**config.mk**
```make
export PLATFORM = sky130hd
export DESIGN_NAME = keypad_song_sequencer_flat
export DESIGN_NICKNAME = d
export VERILOG_FILES = /design/src/rtl/keypad_song_sequencer_pkg.sv /design/src/rtl/keypad_song_sequencer_if.sv /design/src/rtl/keypad_song_sequencer_key_edge_priority.sv /design/src/rtl/keypad_song_sequencer.sv /design/src/flat_wrapper.sv
export SDC_FILE = /design/constraint.sdc
export NUM_CORES = 1
export LEC_CHECK = 0
export ABC_AREA = 1
export BUFFER_PORTS_ARGS = -buffer_cell sky130_fd_sc_hd__buf_2
export CAP_MARGIN = 20
export CORE_MARGIN = 3
export CORE_UTILIZATION = 49
export CTS_CLUSTER_SIZE = 24
export DETAILED_ROUTE_END_ITERATION = 10
export GPL_TIMING_DRIVEN = 0
export PLACE_DENSITY = 0.71
export SKIP_LAST_GASP = 1
export SLEW_MARGIN = 20
export SYNTH_ARGS = -nofsm -noshare
export SYNTH_HDL_FRONTEND = slang
export SYNTH_HIERARCHICAL = 1
export SYNTH_SLANG_ARGS = --single-unit
```
**constraint.sdc**
```tcl
create_clock -name clk -period 1.38 [get_ports clk]
set_input_delay 0.276 -clock clk [delete_from_list [all_inputs] [get_ports clk]]
set_output_delay 0.276 -clock clk [all_outputs]
set_load 0.01 [all_outputs]
```
**src/rtl/keypad_song_sequencer_pkg.sv**
```systemverilog
// Shared types and helpers for the keypad song sequencer.
// Latency: none (types and pure functions only).
// Backpressure: none.
package keypad_song_sequencer_pkg;

    typedef enum logic [1:0] {
        ST_IDLE  = 2'd0,
        ST_FLUSH = 2'd1,
        ST_PLAY  = 2'd2,
        ST_PAUSE = 2'd3
    } state_t;

    // Next song index, wrapping from the last song back to song 0.
    function automatic logic [15:0] song_wrap_inc(input logic [15:0] s, input int unsigned num_keys);
        return (s == 16'(num_keys - 1)) ? 16'd0 : s + 16'd1;
    endfunction

endpackage

```
**src/rtl/keypad_song_sequencer_if.sv**
```systemverilog
// Keypad, button and player-control signals of the song sequencer.
// Latency: none (wiring only).
// Backpressure: none; all events are single-cycle pulses or levels.
interface keypad_song_sequencer_if #(
    parameter int NUM_KEYS = 4,
    parameter int SONG_W   = 2
);
    logic [NUM_KEYS-1:0] key_req;
    logic                play_button;
    logic                next_button;
    logic                song_done;
    logic                play;
    logic                reset_player;
    logic [SONG_W-1:0]   song;

    modport master (
        output key_req, play_button, next_button, song_done,
        input  play, reset_player, song
    );

    modport slave (
        input  key_req, play_button, next_button, song_done,
        output play, reset_player, song
    );
endinterface

```
**src/rtl/keypad_song_sequencer_key_edge_priority.sv**
```systemverilog
// Rising-edge detect on key levels with lowest-index-wins selection.
// Latency: key_hit/key_idx are combinational from key_req and the registered history.
// Backpressure: none; extra simultaneous edges are dropped.
module key_edge_priority #(
    parameter int NUM_KEYS = 4,
    parameter int SONG_W   = 2
) (
    input  logic                clk,
    input  logic                reset,
    input  logic [NUM_KEYS-1:0] key_req,
    output logic                key_hit,
    output logic [SONG_W-1:0]   key_idx
);
    logic [NUM_KEYS-1:0] key_prev;
    logic [NUM_KEYS-1:0] key_edge;

    always_ff @(posedge clk or negedge reset) begin
        if (!reset) begin
            key_prev <= '0;
        end else begin
            key_prev <= key_req;
        end
    end

    assign key_edge = key_req & ~key_prev;

    // Scan high to low so the lowest set edge is the last one written.
    always_comb begin
        key_hit = 1'b0;
        key_idx = '0;
        for (int i = NUM_KEYS - 1; i >= 0; i--) begin
            if (key_edge[i]) begin
                key_hit = 1'b1;
                key_idx = SONG_W'(i);
            end
        end
    end
endmodule

```
**src/rtl/keypad_song_sequencer.sv**
```systemverilog
// Keypad-driven playback controller: keys select songs, buttons play/pause/next.
// Latency: events sampled at edge n show on play/reset_player/song in cycle n+1.
// Backpressure: none; lower-priority events in the same cycle are dropped.
module keypad_song_sequencer
    import keypad_song_sequencer_pkg::*;
#(
    parameter int NUM_KEYS     = 4,
    parameter int SONG_W       = 2,
    parameter int FLUSH_CYCLES = 4,
    parameter int AUTO_ADVANCE = 1
) (
    input  logic                  clk,
    input  logic                  reset,
    keypad_song_sequencer_if.slave bus
);
    localparam int CNT_W = $clog2(FLUSH_CYCLES + 1);

    state_t             state, state_nxt;
    logic [SONG_W-1:0]  song_q, song_nxt, song_inc;
    logic [CNT_W-1:0]   cnt, cnt_nxt;
    logic               flush_to_play, flush_to_play_nxt;
    logic               restart;
    logic               cnt_last;
    logic               key_hit;
    logic [SONG_W-1:0]  key_idx;

    key_edge_priority #(
        .NUM_KEYS (NUM_KEYS),
        .SONG_W   (SONG_W)
    ) u_key_edge (
        .clk     (clk),
        .reset   (reset),
        .key_req (bus.key_req),
        .key_hit (key_hit),
        .key_idx (key_idx)
    );

    assign song_inc = SONG_W'(song_wrap_inc(16'(song_q), NUM_KEYS));
    assign cnt_last = (cnt == CNT_W'(FLUSH_CYCLES - 1));

    always_comb begin
        state_nxt         = state;
        song_nxt          = song_q;
        cnt_nxt           = cnt;
        flush_to_play_nxt = flush_to_play;
        restart           = 1'b0;

        unique case (state)
            ST_IDLE: begin
                if (key_hit) begin
                    song_nxt          = key_idx;
                    flush_to_play_nxt = 1'b1;
                    restart           = 1'b1;
                end else if (bus.play_button) begin
                    flush_to_play_nxt = 1'b1;
                    restart           = 1'b1;
                end else if (bus.next_button) begin
                    song_nxt = song_inc;
                end
            end
            ST_FLUSH: begin
                if (key_hit) begin
                    song_nxt          = key_idx;
                    flush_to_play_nxt = 1'b1;
                    restart           = 1'b1;
                end else if (cnt_last) begin
                    state_nxt = flush_to_play ? ST_PLAY : ST_IDLE;
                end else begin
                    cnt_nxt = cnt + CNT_W'(1);
                end
            end
            ST_PLAY: begin
                if (key_hit) begin
                    song_nxt          = key_idx;
                    flush_to_play_nxt = 1'b1;
                    restart           = 1'b1;
                end else if (bus.song_done) begin
                    if (AUTO_ADVANCE != 0) begin
                        song_nxt          = song_inc;
                        flush_to_play_nxt = 1'b1;
                        restart           = 1'b1;
                    end else begin
                        state_nxt = ST_IDLE;
                    end
                end else if (bus.next_button) begin
                    song_nxt          = song_inc;
                    flush_to_play_nxt = 1'b1;
                    restart           = 1'b1;
                end else if (bus.play_button) begin
                    state_nxt = ST_PAUSE;
                end
            end
            ST_PAUSE: begin
                if (key_hit) begin
                    song_nxt          = key_idx;
                    flush_to_play_nxt = 1'b1;
                    restart           = 1'b1;
                end else if (bus.play_button) begin
                    state_nxt = ST_PLAY;
                end else if (bus.next_button) begin
                    // Skipping while paused rewinds the player but leaves it stopped.
                    song_nxt          = song_inc;
                    flush_to_play_nxt = 1'b0;
                    restart           = 1'b1;
                end
            end
            default: state_nxt = ST_IDLE;
        endcase

        if (restart) begin
            state_nxt = ST_FLUSH;
            cnt_nxt   = '0;
        end
    end

    always_ff @(posedge clk or negedge reset) begin
        if (!reset) begin
            state         <= ST_IDLE;
            song_q        <= '0;
            cnt           <= '0;
            flush_to_play <= 1'b0;
        end else begin
            state         <= state_nxt;
            song_q        <= song_nxt;
            cnt           <= cnt_nxt;
            flush_to_play <= flush_to_play_nxt;
        end
    end

    assign bus.play         = (state == ST_PLAY);
    assign bus.reset_player = (state == ST_FLUSH);
    assign bus.song         = song_q;
endmodule

```
**src/flat_wrapper.sv**
```systemverilog
// flat-port wrapper written by rule: the top's interface ports become plain ports
module keypad_song_sequencer_flat import keypad_song_sequencer_pkg::*;
#(
    parameter int NUM_KEYS     = 4,
    parameter int SONG_W       = 2,
    parameter int FLUSH_CYCLES = 4,
    parameter int AUTO_ADVANCE = 1
)
  (clk, reset, bus_key_req, bus_play_button, bus_next_button, bus_song_done, bus_play, bus_reset_player, bus_song);
  keypad_song_sequencer_if #(.NUM_KEYS(NUM_KEYS), .SONG_W(SONG_W)) bus_i ();
  input  logic clk;
  input  logic reset;
  input wire logic [$bits(bus_i.key_req)-1:0] bus_key_req;
  input wire logic [$bits(bus_i.play_button)-1:0] bus_play_button;
  input wire logic [$bits(bus_i.next_button)-1:0] bus_next_button;
  input wire logic [$bits(bus_i.song_done)-1:0] bus_song_done;
  output wire logic [$bits(bus_i.play)-1:0] bus_play;
  output wire logic [$bits(bus_i.reset_player)-1:0] bus_reset_player;
  output wire logic [$bits(bus_i.song)-1:0] bus_song;
  assign bus_i.key_req = bus_key_req;
  assign bus_i.play_button = bus_play_button;
  assign bus_i.next_button = bus_next_button;
  assign bus_i.song_done = bus_song_done;
  assign bus_play = bus_i.play;
  assign bus_reset_player = bus_i.reset_player;
  assign bus_song = bus_i.song;
  keypad_song_sequencer #(.NUM_KEYS(NUM_KEYS), .SONG_W(SONG_W), .FLUSH_CYCLES(FLUSH_CYCLES), .AUTO_ADVANCE(AUTO_ADVANCE)) u_core (.clk(clk), .reset(reset), .bus(bus_i));
endmodule
```
==> reports/results.tsv <==
stage	metric	value	unit
yosys	synthesis.area	876	µm²
worst_setup_path	slowest_delay	470	ps
global_routing	track_usage	0.185	
place	dp_slack	-170	ps
routing	totalWireLength	1.74	mm
worst_setup_path	crit_path_end	u_core/bus.song[1]$_DFFE_PN0P_	
yosys	synth.avg_cell_area	7.06	µm²
worst_setup_path	critical_path_class	reg -> reg	
routing	drcViolationCount	0	
cells_and_area	drive_gt1_frac	0.382	
yosys	seq_area_frac_synth	0.343	
sta	fin_ws	-97.5	ps
floorplanning	rows	14	
worst_setup_path	cp.depth	6	
global_routing	grt_max_degree	13	
cells_and_area	fill_cells	150	
worst_setup_path	reg2reg_slack	-100	ps
power	swShare	0.445	
clocking	cts-root-buf	clkbuf_4	
power	leakagePower	0.000590	µW
sta	period_share	1.07	
worst_setup_path	regToRegEndpoint	u_core/bus.song[1]$_DFFE_PN0P_	
yosys	ys_types	22	
routing	ant_nets	0	
sta	timing.fmax	677	MHz
place	portBuffers	12	
floorplanning	ioPinCount	13	
floorplanning	start_util	0.549	
sta	finClkSkew	6.94	ps
floorplanning	die_area	2330	µm²
power	seqPwrFrac	0.269	
power	internal_power	1080	µW
worst_setup_path	crit_path_end_kind	register	
routing	routedWlPerCell	10.3	µm
power	vdd_ir_drop_max	0.00113	V
worst_setup_path	r2r-start	u_core/state[1]$_DFFE_PN0P_	
sta	drv_slew	0	
worst_setup_path	cp_num_buf_inv	1	
worst_setup_path	crit_path_cell_trace	inv_4 > ha_4 > o31ai_2 > nor2_1 > nand2_1 > nand2_1	
worst_setup_path	cp_max_fo	5	
routing	vias	805	
routing	first_pass_iters	4	
yosys	ys_warn_count	6	
power	power	1940	µW
global_routing	grt_pass1_wl	3.04	mm
global_routing	grt_overflow	0	
sta	setup_violations	5	
run_status	status	finished with violations	
cells_and_area	n_antenna_cell	0	
power	p_clk_frac	0.113	
run	cap_violations	0	
worst_setup_path	reg2reg_depth	6	
global_routing	antenna_found_initial	0	
sta	worstMarginPinSlew	383	ps
cells_and_area	num-nets-final	162	
worst_setup_path	slowest_stage	dfrtp_2	
sta	relSlewSlack	0.743	
worst_setup_path	path_delay_family	flip-flops	
cells_and_area	fin_area	1130	µm²
worst_setup_path	startpoint	u_core/state[1]$_DFFE_PN0P_	
worst_setup_path	arrival	1630	ps
sta	rsz0062_at_grt	yes	
yosys	synthCells	124	
cells_and_area	areaGrowthSynthToFinish	28.6	%
worst_hold_path	hold_class	in -> reg	
clocking	clk_path_buf_depth	2	
worst_hold_path	hold_depth	1	
power	p_comb_frac	0.618	
floorplanning	die_x	48.3	µm
place	gp_congestion	0.785	
clocking	cts_tree	done	
power	power.switching	865	µW
sta	min_period	1480	ps
worst_setup_path	cpMostUsedCell	nand2_1	
clocking	htreeDepth	1	
worst_setup_path	start_kind	register	
clocking	numCtsBuffers	3	
place	place_hpwl	1.31	mm
yosys	synth_nets	141	
routing	drt_iter0_markers	21	
power	pwr_density_cell	1730	nW/µm²
worst_setup_path	cp.required	1540	ps
yosys	synth_seq_cells	12	
clocking	numClockSinks	12	
routing	drt-vias-per-instance	4.79	
run_status	violations	negative setup slack	
global_routing	grt_pass1_vias	743	
floorplanning	core-area	1590	µm²
sta	hold_viol	0	
floorplanning	die_y	48.3	µm
place	dpl_cell_area	1000	µm²
clocking	clkLatencyLatePin	270	ps
clocking	clk_pin_slew	70	ps
[metrics by stage]
stage,util,cells,setup TNS (ps),hold WS (ps)
after floorplan,-,124,0,-19.6
after global placement,0.627,160,-435,164
after detailed placement,0.627,160,-588,171
after CTS,0.690,167,-346,111
after global routing,0.706,168,-890,101
final,0.706,168,-399,120
[how the worst min path moves through the flow]
stage | startpoint | endpoint | slack (ps)
after floorplan | reset | u_core/bus.song[0]$_DFFE_PN0P_ | -20
after global placement | reset | u_core/state[1]$_DFFE_PN0P_ | 160
after detailed placement | reset | u_core/state[1]$_DFFE_PN0P_ | 170
after CTS | bus_key_req[0] | u_core/u_key_edge/key_prev[0]$_DFF_PN0_ | 110
after global routing | bus_key_req[0] | u_core/u_key_edge/key_prev[0]$_DFF_PN0_ | 100
final | bus_key_req[0] | u_core/u_key_edge/key_prev[0]$_DFF_PN0_ | 120
[synthesized netlist by cell type]
| library cell | count | area share |
|---|---|---|
| nand2_1 | 35 | 0.15 |
| inv_1 | 21 | 0.090 |
| nor2_1 | 13 | 0.056 |
| dfrtp_1 | 12 | 0.34 |
| ha_1 | 8 | 0.11 |
| a21oi_1 | 6 | 0.034 |
| nand3_1 | 5 | 0.029 |
| nand2_2 | 4 | 0.029 |
| o21ai_0 | 4 | 0.023 |
| inv_2 | 3 | 0.013 |
| nand2_4 | 2 | 0.026 |
| a21oi_2 | 1 | 0.010 |
| a22oi_1 | 1 | 0.0086 |
| nand3_2 | 1 | 0.011 |
| nand4_1 | 1 | 0.0071 |
| nor2_2 | 1 | 0.0071 |
| o21a_1 | 1 | 0.0086 |
| o21ai_1 | 1 | 0.0057 |
| o31ai_1 | 1 | 0.0086 |
| or2_2 | 1 | 0.0071 |
| or2_4 | 1 | 0.010 |
| xnor2_1 | 1 | 0.010 |
[flip-flops by register name, indices dropped and copies added (netlist names)]
register / flops
u_core/bus.song: 2
u_core/cnt: 3
u_core/flush_to_play: 1
u_core/state: 2
u_core/u_key_edge/key_prev: 4
[per-layer routing]
metal	global-route usage	routed length, µm	vias up
li1	-	-	424
met1	0.217	782	367
met2	0.331	885	12
met3	0.0554	65	2
met4	0.0323	5	0
met5	0	0	-
[cells in the final DEF, fill, tap and decap left out, drive strengths merged]
cell | Yosys | routed
a21oi | 7 | 7
a22oi | 1 | 1
buf | 0 | 15
clkbuf | 0 | 4
dfrtp | 12 | 12
dlygate4sd3 | 0 | 1
ha | 8 | 8
inv | 24 | 24
nand2 | 41 | 41
nand3 | 6 | 6
nand4 | 1 | 1
nor2 | 14 | 14
o21a | 1 | 1
o21ai | 5 | 5
o31ai | 1 | 1
or2 | 2 | 2
xnor2 | 1 | 1
[logic make-up (layout without fill, tap and decap cells)]
group,after synthesis,after routing,share of synthesized area
AOI/OAI and AO/OA,15,15,0.0986
buffers and inverters,24,44,0.103
adders and majority gates,8,8,0.114
DFF,12,12,0.343
and+or+nand+nor,64,64,0.331
xor gates and xnor gates,1,1,0.0100
[what timing repair did]
| item | in CTS | in global routing |
|---|---|---|
| hold buffers | 1 | 0 |
| gates resized for setup | 16 | 8 |
| buffers inserted | 2 | 1 |
| pin swaps | 2 | 4 |
| endpoints found under the setup margin | 9 | 10 |
| hold endpoints to repair | 12 | 0 |
| gates cloned | 0 | 0 |
[area by class of cell]
cell class	instances	area, µm²	area share
multi-input combinational	88	571	0.507
sequential	12	303	0.269
inverter	24	97.6	0.0867
tap	24	30.0	0.0267
clock buffer	4	26.3	0.0233
timing repair buffer	16	98.8	0.0878
[power groups by stage]
stage | clock (µW) | sequential, µW | combinational (µW)
2_1_floorplan | 0 | 521 | 691
3_3_place_gp | 0 | 525 | 877
3_5_place_dp | 0 | 528 | 895
4_1_cts | 235 | 527 | 1060
5_1_grt | 252 | 536 | 1350
6_report | 220 | 522 | 1200
Note: power is estimated with default switching activity, not from simulation.
